==> src/rtl/sigdel_dac_nth.sv <==
// Selectable 1st/2nd-order CIFB sigma-delta DAC with saturating integrators,
// an OSR-rate sample strobe and a one-deep valid/ready input buffer.
module sigdel_dac_nth #(
  parameter int BITLEN = 16,
  parameter int ORDER  = 2,
  parameter int OSR    = 64
) (
  input  logic              clk,
  input  logic              rst,
  input  logic              en,
  input  logic [BITLEN-1:0] in_DAC,
  input  logic              in_valid,
  output logic              in_ready,
  input  logic              clr_flags,
  output logic              out,
  output logic              underrun,
  output logic              sat
);
  localparam int W1 = BITLEN + 2;
  localparam int W2 = BITLEN + 4;
  localparam int SW = BITLEN + 5;
  localparam int CW = (OSR > 1) ? $clog2(OSR) : 1;

  localparam logic [CW-1:0]        CNT_LAST = CW'(OSR - 1);
  localparam logic [BITLEN-1:0]    MID      = {1'b1, {(BITLEN-1){1'b0}}};
  localparam logic signed [SW-1:0] FS       = signed'({{(SW-BITLEN){1'b0}}, MID});
  localparam logic signed [SW-1:0] MAX1     = signed'({{(SW-W1+1){1'b0}}, {(W1-1){1'b1}}});
  localparam logic signed [SW-1:0] MIN1     = -MAX1;
  localparam logic signed [SW-1:0] MAX2     = signed'({{(SW-W2+1){1'b0}}, {(W2-1){1'b1}}});
  localparam logic signed [SW-1:0] MIN2     = -MAX2;

  if (ORDER != 1 && ORDER != 2) begin : g_bad_order
    $error("sigdel_dac_nth: ORDER must be 1 or 2");
  end
  if (OSR < 2) begin : g_bad_osr
    $error("sigdel_dac_nth: OSR must be at least 2");
  end

  logic [CW-1:0]        cnt_q, cnt_d;
  logic [BITLEN-1:0]    buf_q, buf_d;
  logic [BITLEN-1:0]    cur_q, cur_d;
  logic                 bufFull_q, bufFull_d;
  logic signed [W1-1:0] int1_q, int1_d;
  logic signed [W2-1:0] int2_q, int2_d;
  logic                 out_q, out_d;
  logic                 underrun_q, underrun_d;
  logic                 sat_q, sat_d;

  logic                 strobe, transfer;
  logic signed [SW-1:0] xVal, fbVal, int1Ext, int2Ext, sum1, sum2;
  logic signed [W1-1:0] int1Sat;
  logic signed [W2-1:0] int2Sat;
  logic                 clip1, clip2, satSet, undSet;

  assign transfer = in_valid & ~bufFull_q;
  assign strobe   = en & (cnt_q == CNT_LAST);

  // Sums are formed wide enough that no intermediate can wrap before clamping.
  assign xVal    = signed'({{(SW-BITLEN){1'b0}}, cur_q}) - FS;
  assign fbVal   = out_q ? FS : -FS;
  assign int1Ext = signed'({{(SW-W1){int1_q[W1-1]}}, int1_q});
  assign int2Ext = signed'({{(SW-W2){int2_q[W2-1]}}, int2_q});
  assign sum1    = int1Ext + xVal - fbVal;
  assign sum2    = int2Ext + int1Ext - fbVal;

  always_comb begin
    int1Sat = sum1[W1-1:0];
    clip1   = 1'b0;
    if (sum1 > MAX1) begin
      int1Sat = MAX1[W1-1:0];
      clip1   = 1'b1;
    end else if (sum1 < MIN1) begin
      int1Sat = MIN1[W1-1:0];
      clip1   = 1'b1;
    end
    int2Sat = sum2[W2-1:0];
    clip2   = 1'b0;
    if (sum2 > MAX2) begin
      int2Sat = MAX2[W2-1:0];
      clip2   = 1'b1;
    end else if (sum2 < MIN2) begin
      int2Sat = MIN2[W2-1:0];
      clip2   = 1'b1;
    end
  end

  always_comb begin
    cnt_d     = cnt_q;
    int1_d    = int1_q;
    int2_d    = int2_q;
    out_d     = ~out_q;
    cur_d     = cur_q;
    buf_d     = buf_q;
    bufFull_d = bufFull_q;
    satSet    = 1'b0;
    undSet    = 1'b0;
    if (en) begin
      cnt_d  = strobe ? '0 : cnt_q + CW'(1);
      int1_d = int1Sat;
      if (ORDER == 2) begin
        int2_d = int2Sat;
        satSet = clip1 | clip2;
        out_d  = ~int2_q[W2-1];
      end else begin
        satSet = clip1;
        out_d  = ~int1_q[W1-1];
      end
    end
    // A strobe with an empty buffer may still be served by a same-cycle transfer.
    if (strobe) begin
      if (bufFull_q) begin
        cur_d     = buf_q;
        bufFull_d = 1'b0;
      end else if (transfer) begin
        cur_d = in_DAC;
      end else begin
        undSet = 1'b1;
      end
    end else if (transfer) begin
      buf_d     = in_DAC;
      bufFull_d = 1'b1;
    end
    underrun_d = undSet | (underrun_q & ~clr_flags);
    sat_d      = satSet | (sat_q & ~clr_flags);
  end

  always_ff @(posedge clk) begin
    if (rst) begin
      cnt_q      <= '0;
      buf_q      <= '0;
      cur_q      <= MID;
      bufFull_q  <= 1'b0;
      int1_q     <= '0;
      int2_q     <= '0;
      out_q      <= 1'b0;
      underrun_q <= 1'b0;
      sat_q      <= 1'b0;
    end else begin
      cnt_q      <= cnt_d;
      buf_q      <= buf_d;
      cur_q      <= cur_d;
      bufFull_q  <= bufFull_d;
      int1_q     <= int1_d;
      int2_q     <= int2_d;
      out_q      <= out_d;
      underrun_q <= underrun_d;
      sat_q      <= sat_d;
    end
  end

  assign in_ready = ~bufFull_q;
  assign out      = out_q;
  assign underrun = underrun_q;
  assign sat      = sat_q;

endmodule
==> config.mk <==
export PLATFORM = sky130hd
export DESIGN_NAME = sigdel_dac_nth
export DESIGN_NICKNAME = d
export VERILOG_FILES = /design/src/rtl/sigdel_dac_nth.sv
export SDC_FILE = /design/constraint.sdc
export NUM_CORES = 1
export LEC_CHECK = 0
export BUFFER_PORTS_ARGS = -buffer_cell sky130_fd_sc_hd__buf_2
export CAP_MARGIN = 0
export CORE_MARGIN = 1.5
export CORE_UTILIZATION = 41
export CTS_CLUSTER_SIZE = 25
export DETAILED_ROUTE_END_ITERATION = 10
export HOLD_SLACK_MARGIN = 0.02
export PLACE_DENSITY = 0.53
export SLEW_MARGIN = 15
export SYNTH_ARGS = -nofsm -noshare
export SYNTH_HDL_FRONTEND = slang
export SYNTH_SLANG_ARGS = --single-unit
==> constraint.sdc <==
create_clock -name clk -period 5.2 [get_ports clk]
set_clock_uncertainty 0.05 [all_clocks]
set_input_delay 1.04 -clock clk [delete_from_list [all_inputs] [get_ports clk]]
set_output_delay 1.04 -clock clk [all_outputs]
set_load 0.02 [all_outputs]
==> impl_metrics.yaml <==
layout:
  nets: 964
  drive_above_1_share: 0.0768
  area_delta_synth_final_pct: 8.11
  insertedDiodeCount: 0
floorplan:
  die_area_um2: 17200
  coreArea_um2: 16000
  initial_utilization: 0.421
  io_pins: 25
  placementRows: 46
  die_width_um: 131
  die_y_um: 131
placement:
  gp_congestion: 0.896
  portBuffers: 24
  place_hpwl_um: 13800
sta:
  fin_tns_setup_ns: 0
  tightest_slew_ns: 0.939
  fmax_mhz: 251
  fin_crit_ns: 3.98
  slew_headroom: 0.373
  slew_violations: 0
  finalSetupViolCount: 0
  whs_ns: 0.433
  report.final.hold_viol_count: 0
  grt_setup_unrepaired: "no"
  period_share: 0.765
synthesis:
  yosys.area_share.simple: 0.185
  synth_top_family_by_area: "compound AO/OA/AOI/OAI gates"
  syn_area_um2: 6740
  syn_area_per_cell_um2: 7.83
  yosys-top-cells-area: "dfxtp_1 24%, ha_1 13%, inv_1 7.0%"
  synth_seq_area_share: 0.238
  yosysWarnings: 0
  yosysTopAreaCell: "dfxtp_1"
  synthXorXnorAreaFrac: 0.0299
  synth-compound-area-share: 0.248
  ys_seq_elements: 80
  synth.net_count: 958
  ys.flop_type: "dfxtp_1"
  synthDominantCellAreaShare: 0.238
  synthAdderAreaFrac: 0.154
  synthDistinctLibCells: 78
  synthCells: 861
  synth_mux_area_frac: 0.0505
  synth_edf_count: 0
  async_flop_share: 0
setup_path:
  crit_path_start_kind: "flip-flop"
  crit_path_end_kind: "flip-flop"
  crit_type: "reg -> reg"
  critPathRequiredTime_ns: 5.37
  cp_max_fo: 7
  arrival_ns: 4.15
global_routing:
  antenna_found_initial: 0
  grt_start_max_net_pins: 47
  track_usage: 0.203
  grt_pass1_wl_um: 28600
  overflow: 0
  grt_pass1_vias: 5831
clocking:
  cts_max_path_buffers: 2
  clkTransAtPathRegs_ns: 0.06
  cts_root_buffer: "clkbuf_16"
  cts_made_buffers: 9
  cts-htree-levels: 3
  post_cts_buffers: 0
  cts_tree: "built"
  clk_latency_ns: 0.33
  clock_sinks: 80
  cts_resized: 0
  cts_hold_buf: 0
drt:
  drc: 0
  drt_pass1_iterations: 5
  viasPerCell: 5.59
  drt_iter0_drc: 376
  antenna_left: 0
  wl_per_cell_um: 16.0
  finalWirelength_um: 17500
  num_vias: 6080
run:
  cap_viol_max_count: 0
min_path:
  hp-class: "reg -> reg"
outcome:
  status: "finished, final reports clean"
[kinds of logic (layout without fill, tap and decap cells)]
family / after synthesis / in the layout
and+or+nand+nor: 248 / 248
buffers and inverters: 163 / 174
AOI/OAI and AO/OA: 233 / 233
muxes: 34 / 34
xor gates and xnor gates: 23 / 23
DFF: 80 / 80
adders and majority gates: 80 / 80
[cell type report]
class	count	area, µm²
clock inverter	5	33.8
fill	1652	8710
sequential	80	1600
tap	216	270
multi-input combinational	618	4500
clock buffer	11	233
inverter	126	473
timing repair buffer	32	180
[layout by cell type (no fill, tap or decap), types with 5 or more instances in the layout]
master	n
and3_1	8
a21oi_1	41
nand2_1	36
a21o_1	12
a211oi_1	44
nor2_1	100
nor3_1	16
a311oi_1	14
o211a_1	5
o21ai_0	33
nand3_1	9
inv_1	126
o22ai_1	6
nor3b_1	6
xnor2_1	16
nand4_1	8
a31oi_1	5
nand2b_1	18
buf_4	8
a221o_1	7
or3_1	11
o21bai_1	5
dfxtp_1	80
mux2i_1	34
fa_1	6
nor2b_1	7
xor2_1	7
ha_1	70
o211ai_1	10
clkbuf_16	9
buf_2	24
o221ai_1	5
o21a_1	9
[per-stage QoR]
step,utilization,setup slack (ns),instance area [µm²],cells
after global routing,0.456,1.01,7290,1088
after floorplan,-,1.59,6740,861
final,0.456,1.22,7290,1088
after detailed placement,0.439,1.28,7020,1072
after global placement,0.439,1.30,7020,1072
after CTS,0.456,1.27,7290,1088
[Yosys cell counts, types with 7 or more instances]
| master | number |
|---|---|
| inv_1 | 126 |
| nor2_1 | 100 |
| dfxtp_1 | 80 |
| ha_1 | 70 |
| a211oi_1 | 44 |
| a21oi_1 | 41 |
| nand2_1 | 36 |
| mux2i_1 | 34 |
| o21ai_0 | 33 |
| clkbuf_1 | 29 |
| nand2b_1 | 18 |
| nor3_1 | 17 |
| xnor2_1 | 16 |
| a311oi_1 | 14 |
| a21o_1 | 12 |
| or3_1 | 11 |
| o211ai_1 | 10 |
| nand3_1 | 9 |
| o21a_1 | 9 |
| and3_1 | 8 |
| nand4_1 | 8 |
| a221o_1 | 7 |
| nor2b_1 | 7 |
| xor2_1 | 7 |
[sequential cells by signal (all words and copies together), names as in the netlist]
register / count
sat: 1
bufFull_q: 1
int2_q: 20
int1_q: 18
underrun: 1
cur_q: 16
cnt_q: 6
out: 1
buf_q: 16
[path summary, 6_finish.rpt]
kind / start / to / slack, ns / cells past startpoint
max: int1_q[4]$_SDFFE_PP0P_ / int1_q[4]$_SDFFE_PP0P_ / 1.22 / 13
min: int1_q[10]$_SDFFE_PP0P_ / int1_q[10]$_SDFFE_PP0P_ / 0.43 / 2
max reg2reg: int1_q[4]$_SDFFE_PP0P_ / int1_q[4]$_SDFFE_PP0P_ / 1.22 / 13
min reg2reg: int1_q[10]$_SDFFE_PP0P_ / int1_q[10]$_SDFFE_PP0P_ / 0.43 / 2
[metal layers]
metal	track usage	share of wire
met5	0	0
met4	0.0662	0.019
met3	0.0243	0.042
met2	0.347	0.47
met1	0.265	0.47
[worst max-delay path, cell delays in order (launching register included)]
cell and delay, ns:
dfxtp_1 0.33, inv_1 0.10, ha_1 0.28, inv_1 0.04, ha_1 0.34, o211ai_1 0.13
o21ai_2 0.24, xor2_1 0.12, or4b_1 0.53, or4_1 0.55, a2111o_1 0.41, o22ai_4 0.24
nor3b_4 0.11, a221o_1 0.39
Power is left out: the tool's default activity adds up to more than one toggle a clock period on the data nets, which glitch-free logic cannot reach.
